`src/rtl/rgmii_delay_cal_if.sv`:
```
// Calibration handshake and tap bus between the RGMII delay calibrator and its
// surroundings; master is the calibrator, slave is the IO-delay/MAC side.
interface rgmii_delay_cal_if;
    logic       cal_start;
    logic       pattern_ok;
    logic [4:0] delay_set;
    logic [4:0] delay_set_rb;
    logic       busy;
    logic       cal_done;
    logic       cal_fail;
    logic [4:0] win_start;
    logic [5:0] win_len;

    modport master (
        input  cal_start, pattern_ok, delay_set_rb,
        output delay_set, busy, cal_done, cal_fail, win_start, win_len
    );

    modport slave (
        output cal_start, pattern_ok, delay_set_rb,
        input  delay_set, busy, cal_done, cal_fail, win_start, win_len
    );
endinterface

```
`src/rtl/rgmii_delay_cal.sv`:
```
// RGMII receive delay calibrator: sweeps 32 taps, finds the longest passing window
// and parks at its centre. Define RGMII_DELAY_CAL_RDBK_CHECK_EN for tap readback checking.
module rgmii_delay_cal #(
    parameter int unsigned SETTLE_CYCLES = 16,
    parameter int unsigned SAMPLE_CYCLES = 64,
    parameter logic [4:0]  DEFAULT_TAP   = 5'd0
) (
    input  logic              delay_clk,
    input  logic              delay_rst,
    rgmii_delay_cal_if.master bus
);

    localparam logic [9:0] SETTLE_LAST = 10'(SETTLE_CYCLES - 1);
    localparam logic [9:0] SAMPLE_LAST = 10'(SAMPLE_CYCLES - 1);

    typedef enum logic [2:0] {
        S_IDLE, S_LOAD, S_SETTLE, S_SAMPLE, S_EVAL, S_CENTER, S_DONE, S_FAIL
    } state_t;

    state_t     state_q;
    logic [4:0] tap_q;
    logic [9:0] cyc_q;
    logic       tap_fail_q;
    logic [4:0] run_start_q, best_start_q, run_start_d, best_start_d;
    logic [5:0] run_len_q, best_len_q, run_len_d, best_len_d;
    logic [4:0] delay_set_q, win_start_q;
    logic [5:0] win_len_q;
    logic       busy_q, done_q, fail_q;
    logic [4:0] center_tap;

    // Run/best update for the tap just sampled, including the closing compare at tap 31.
    always_comb begin
        run_start_d  = run_start_q;
        run_len_d    = run_len_q;
        best_start_d = best_start_q;
        best_len_d   = best_len_q;
        if (!tap_fail_q) begin
            if (run_len_q == 6'd0) run_start_d = tap_q;
            run_len_d = run_len_q + 6'd1;
        end else begin
            if (run_len_q > best_len_q) begin
                best_start_d = run_start_q;
                best_len_d   = run_len_q;
            end
            run_len_d = 6'd0;
        end
        if (tap_q == 5'd31 && run_len_d > best_len_d) begin
            best_start_d = run_start_d;
            best_len_d   = run_len_d;
        end
    end

    assign center_tap = 5'(6'(best_start_q) + (best_len_q >> 1));

`ifndef RGMII_DELAY_CAL_RDBK_CHECK_EN
    logic unused_rb;
    assign unused_rb = ^bus.delay_set_rb;
`endif

    always_ff @(posedge delay_clk) begin
        if (delay_rst) begin
            state_q      <= S_IDLE;
            tap_q        <= 5'd0;
            cyc_q        <= 10'd0;
            tap_fail_q   <= 1'b0;
            run_start_q  <= 5'd0;
            run_len_q    <= 6'd0;
            best_start_q <= 5'd0;
            best_len_q   <= 6'd0;
            delay_set_q  <= DEFAULT_TAP;
            win_start_q  <= 5'd0;
            win_len_q    <= 6'd0;
            busy_q       <= 1'b0;
            done_q       <= 1'b0;
            fail_q       <= 1'b0;
        end else begin
            case (state_q)
                S_IDLE, S_DONE, S_FAIL: begin
                    if (bus.cal_start) begin
                        run_start_q  <= 5'd0;
                        run_len_q    <= 6'd0;
                        best_start_q <= 5'd0;
                        best_len_q   <= 6'd0;
                        tap_q        <= 5'd0;
                        busy_q       <= 1'b1;
                        done_q       <= 1'b0;
                        fail_q       <= 1'b0;
                        state_q      <= S_LOAD;
                    end
                end
                S_LOAD: begin
                    delay_set_q <= tap_q;
                    cyc_q       <= 10'd0;
                    tap_fail_q  <= 1'b0;
                    state_q     <= S_SETTLE;
                end
                S_SETTLE: begin
                    if (cyc_q == SETTLE_LAST) begin
                        cyc_q   <= 10'd0;
                        state_q <= S_SAMPLE;
`ifdef RGMII_DELAY_CAL_RDBK_CHECK_EN
                        if (bus.delay_set_rb != delay_set_q) begin
                            delay_set_q <= DEFAULT_TAP;
                            win_start_q <= 5'd0;
                            win_len_q   <= 6'd0;
                            busy_q      <= 1'b0;
                            fail_q      <= 1'b1;
                            state_q     <= S_FAIL;
                        end
`endif
                    end else begin
                        cyc_q <= cyc_q + 10'd1;
                    end
                end
                S_SAMPLE: begin
                    // Sampling always runs full length so every tap takes the same time.
                    if (!bus.pattern_ok) tap_fail_q <= 1'b1;
                    if (cyc_q == SAMPLE_LAST) begin
                        cyc_q   <= 10'd0;
                        state_q <= S_EVAL;
                    end else begin
                        cyc_q <= cyc_q + 10'd1;
                    end
                end
                S_EVAL: begin
                    run_start_q  <= run_start_d;
                    run_len_q    <= run_len_d;
                    best_start_q <= best_start_d;
                    best_len_q   <= best_len_d;
                    if (tap_q == 5'd31) begin
                        state_q <= S_CENTER;
                    end else begin
                        tap_q   <= tap_q + 5'd1;
                        state_q <= S_LOAD;
                    end
                end
                S_CENTER: begin
                    win_start_q <= best_start_q;
                    win_len_q   <= best_len_q;
                    busy_q      <= 1'b0;
                    if (best_len_q == 6'd0) begin
                        delay_set_q <= DEFAULT_TAP;
                        fail_q      <= 1'b1;
                        state_q     <= S_FAIL;
                    end else begin
                        delay_set_q <= center_tap;
                        done_q      <= 1'b1;
                        state_q     <= S_DONE;
                    end
                end
                default: state_q <= S_IDLE;
            endcase
        end
    end

    assign bus.delay_set = delay_set_q;
    assign bus.busy      = busy_q;
    assign bus.cal_done  = done_q;
    assign bus.cal_fail  = fail_q;
    assign bus.win_start = win_start_q;
    assign bus.win_len   = win_len_q;

endmodule

```
`src/flat_wrapper.sv`:
```
// flat-port wrapper written by rule: the top's interface ports become plain ports
module rgmii_delay_cal_flat 
#(
    parameter int unsigned SETTLE_CYCLES = 16,
    parameter int unsigned SAMPLE_CYCLES = 64,
    parameter logic [4:0]  DEFAULT_TAP   = 5'd0
)
  (delay_clk, delay_rst, bus_cal_start, bus_pattern_ok, bus_delay_set_rb, bus_delay_set, bus_busy, bus_cal_done, bus_cal_fail, bus_win_start, bus_win_len);
  rgmii_delay_cal_if bus_i ();
  input  logic delay_clk;
  input  logic delay_rst;
  input wire logic [$bits(bus_i.cal_start)-1:0] bus_cal_start;
  input wire logic [$bits(bus_i.pattern_ok)-1:0] bus_pattern_ok;
  input wire logic [$bits(bus_i.delay_set_rb)-1:0] bus_delay_set_rb;
  output wire logic [$bits(bus_i.delay_set)-1:0] bus_delay_set;
  output wire logic [$bits(bus_i.busy)-1:0] bus_busy;
  output wire logic [$bits(bus_i.cal_done)-1:0] bus_cal_done;
  output wire logic [$bits(bus_i.cal_fail)-1:0] bus_cal_fail;
  output wire logic [$bits(bus_i.win_start)-1:0] bus_win_start;
  output wire logic [$bits(bus_i.win_len)-1:0] bus_win_len;
  assign bus_i.cal_start = bus_cal_start;
  assign bus_i.pattern_ok = bus_pattern_ok;
  assign bus_i.delay_set_rb = bus_delay_set_rb;
  assign bus_delay_set = bus_i.delay_set;
  assign bus_busy = bus_i.busy;
  assign bus_cal_done = bus_i.cal_done;
  assign bus_cal_fail = bus_i.cal_fail;
  assign bus_win_start = bus_i.win_start;
  assign bus_win_len = bus_i.win_len;
  rgmii_delay_cal #(.SETTLE_CYCLES(SETTLE_CYCLES), .SAMPLE_CYCLES(SAMPLE_CYCLES), .DEFAULT_TAP(DEFAULT_TAP)) u_core (.delay_clk(delay_clk), .delay_rst(delay_rst), .bus(bus_i));
endmodule
```
`config.mk`:
```
export PLATFORM = sky130hd
export DESIGN_NAME = rgmii_delay_cal_flat
export DESIGN_NICKNAME = d
export VERILOG_FILES = /design/src/rtl/rgmii_delay_cal_if.sv /design/src/rtl/rgmii_delay_cal.sv /design/src/flat_wrapper.sv
export SDC_FILE = /design/constraint.sdc
export NUM_CORES = 1
export LEC_CHECK = 0
export BUFFER_PORTS_ARGS = -buffer_cell sky130_fd_sc_hd__buf_2
export CELL_PAD_IN_SITES_DETAIL_PLACEMENT = 0
export CELL_PAD_IN_SITES_GLOBAL_PLACEMENT = 1
export CORE_UTILIZATION = 35
export DETAILED_ROUTE_END_ITERATION = 10
export PLACE_DENSITY = 0.63
export SETUP_SLACK_MARGIN = 0.05
export SLEW_MARGIN = 20
export SYNTH_ARGS = -nofsm -noshare
export SYNTH_HDL_FRONTEND = slang
export SYNTH_SLANG_ARGS = --single-unit
```
`constraint.sdc`:
```
create_clock -name delay_clk -period 5.6 [get_ports delay_clk]
set_clock_uncertainty 0.05 [all_clocks]
set_input_delay 0.28 -clock delay_clk [delete_from_list [all_inputs] [get_ports delay_clk]]
set_output_delay 0.28 -clock delay_clk [all_outputs]
set_load 0.01 [all_outputs]
```
==> run metrics <==
synthesis-to-finish area growth=11.1%; clock power share=33.1%; routability congestion estimate=0.760; largest net degree at the start of global routing=45; Internal Power=0.000703 W; Clk pin slew, worst setup/hold paths=80 ps; Die Area=0.00989 mm²; Synth async-reset ratio=0%; DRC Markers=0; first-pass GRT wire length=13,400 µm; max cap viols=0; worst-margin pin slew=978 ps; Filler Cells Inserted=940; Synth Area in Compound Gates=20.8%; # hold bufs at CTS=0; number of distinct library cells after synthesis=53; leakage power total=1.38 nW; final hold violations=0; Hold Worst Slack=176 ps; setup TNS=0 ps; Avg Vias per Cell=5.19; Gate power share=19.8%; nets=441; Slew headroom=34.6%; delay-heaviest family, CP=compound AO/OA/AOI/OAI gates; Synth Flop Type=dfxtp_1; kind of end point of the critical path=flop; worst path bufs/invs=1; Net Sw Frac=33.7%; sw power=0.000358 W; Final ANT Viol Nets=0; Placeable Area=0.00924 mm²; syn_area_per_cell=8.40 µm²; Tcrit/Tclk final=75.4%; synthesized area=0.00332 mm²; post-synthesis sequential area ratio=36.1%; RSZ-0062 raised after global routing=false; CTS buffer count=9; Initial DRC Count=116; max-slew violations=0; post-synthesis mux area share=3.24%; Post-CTS Setup Bufs=0; Initial Util=36.0%; status=completed; Skew-Pair Late Insertion Delay=340 ps; layout cell share with drive strength beyond 1=12.8%; Longest Clk Path Bufs=2; Sink Count=60; pwr/cell area=287 mW/mm²; Antenna Cells=0; Crit Reg-Reg Startpoint=u_core.best_len_q[2]; CTS tree=yes; final setup vio count=0; Synth Warn #=0; min-delay src=bus_pattern_ok; Routed wire per std cell=14.9 µm; CP arrival=4380 ps; # IOs=28; largest family of logic cells by synthesized area=simple AND/OR/NAND/NOR gates; CTS Root Cell=clkbuf_8; CP Cell Sequence=inv_1 -> ha_1 -> nand4_1 -> o21bai_1 -> a31oi_2 -> mux2i_1 -> ha_1 -> a21oi_1 -> a21boi_1 -> o31ai_4 -> o21ai_0 -> a2111oi_0; vias in the first global route=2,543; area of the multi-input gates=0.00199 mm²; crit path from=u_core.best_len_q[2]; grt total ovfl=0; Required @ worst endpoint=5750 ps; sequential power share=47.1%; post-synthesis adder-cell area fraction=8.51%; XOR/XNOR Fraction of Synth Area=4.74%; crit start category=flop; worst-path fanout max=18; Hold Path Class=in -> reg; number of synthesized register bits=60; Post-synth EDFFs=0; H-tree Lvls=3; PortBufs=22; Tmin final=4220 ps; slowest stage delay, CP=810 ps; Die Span Y=99.5 µm; GRT Overall Usage=17.5%; syn_nets=427; Final HPWL DP=5670 µm; post-synthesis simple-gate area fraction=22.6%; initial antenna violation count=0; CP max-delay cell=a31oi_2; WL final=8100 µm; cell count after synthesis=396; TritonRoute pass-1 iters=4; register area=0.00120 mm²; chip width=99.5 µm; Crit path top cell by count=ha_1; Max Freq=0.237 GHz; routed vias=2,816; critical path class=reg -> reg; Max IR drop VDD=116 µV; row cnt=35; Resize count post-CTS=0
[registers in the layout, summed over array words and instances (netlist names)]
name                  flops
u_core.run_start_q        5
u_core.bus.busy           1
u_core.bus.win_start      5
u_core.bus.win_len        6
u_core.state_q            3
u_core.bus.delay_set      5
u_core.cyc_q             10
u_core.tap_q              5
u_core.best_start_q       5
u_core.tap_fail_q         1
u_core.bus.cal_done       1
u_core.bus.cal_fail       1
u_core.run_len_q          6
u_core.best_len_q         6
[cell families after synthesis]
family / count (synthesis)
compound gates: 96
xor+xnor: 18
fa+ha+maj: 22
buf+inv: 32
flops: 60
mux: 10
simple gates: 158
[worst reg2reg max path: stages (launching register included)]
cell and delay [ps]:
dfxtp_1 510, inv_1 130, ha_1 300, nand4_1 140, o21bai_1 220, a31oi_2 810
mux2i_1 310, ha_1 290, a21oi_1 170, a21boi_1 130, o31ai_4 450, o21ai_0 160
a2111oi_0 440
[power groups by stage]
stage	combinational, W	clock [W]	sequential (W)
6_report	0.000210	0.000351	0.000500
5_1_grt	0.000239	0.000385	0.000507
4_1_cts	0.000213	0.000365	0.000500
3_5_place_dp	0.000212	0	0.000510
3_3_place_gp	0.000211	0	0.000510
2_1_floorplan	0.000173	0	0.000492
[metal layers]
layer  GRT usage [%]  share of wire (%)  wire length (µm)
met1            24.6                 51              4140
met2            27.2                 46              3690
met5               0                  0                 0
met3            2.74                2.0               161
met4            6.11                1.3               105
[area by class of cell]
class	count	area share, %
clock buffers	10	3.73
clock inverters	5	1.05
inverters	12	1.22
multi-input cells	304	53.9
flip-flops and latches	60	32.5
well taps	129	4.37
repair buffers	23	3.19
[synthesized netlist by cell type, types with 6 or more instances]
library cell	count	area, µm²
dfxtp_1	60	1200
nor2_1	53	199
nand2_1	38	143
a21oi_1	26	130
ha_1	21	263
nand3_1	19	95.1
o21ai_0	15	75.1
clkbuf_1	13	48.8
inv_1	12	45.0
a22oi_1	11	82.6
nor2b_1	9	56.3
xnor2_1	9	78.8
xor2_1	9	78.8
nand2b_1	7	43.8
nor4_1	7	43.8
mux2_2	6	67.6
[cell usage in the layout, fill, tap and decap left out, types with 2 or more instances in the layout]
cell,instances
a2111oi_0,5
a21boi_0,2
a21o_1,5
a21oi_1,26
a22oi_1,11
a311oi_1,4
a31oi_1,2
a32oi_1,3
and2_1,3
and3_1,5
buf_2,22
clkbuf_8,10
clkinvlp_4,4
dfxtp_1,60
ha_1,21
inv_1,12
mux2_2,6
mux2i_1,4
nand2_1,38
nand2b_1,7
nand3_1,19
nand3b_1,2
nand4_1,2
nor2_1,53
nor2b_1,9
nor3_1,4
nor4_1,7
nor4b_1,5
o211ai_1,2
o21a_1,3
o21ai_0,15
o21bai_1,3
or3_1,3
xnor2_1,9
xor2_1,9
[final timing paths]
path	end	slack (ps)	cells past startpoint
worst max-delay path	u_core.best_start_q[3]	1380	12
worst min-delay path	u_core.tap_fail_q	180	4
worst max register to register	u_core.best_start_q[3]	1380	12
worst min register to register	u_core.bus.win_start[3]	400	2
[through the flow]
step	cells	cell area, µm²	total power [W]	setup slack [ps]	util, %
after CTS	543	3690	0.00108	1420	40.0
after floorplan	396	3320	0.000664	2100	-
after global routing	543	3690	0.00113	971	40.0
after global placement	528	3520	0.000721	1460	38.1
after detailed placement	528	3520	0.000722	1440	38.1
final	543	3690	0.00106	1380	40.0
Power figures use the tool's default switching activity.
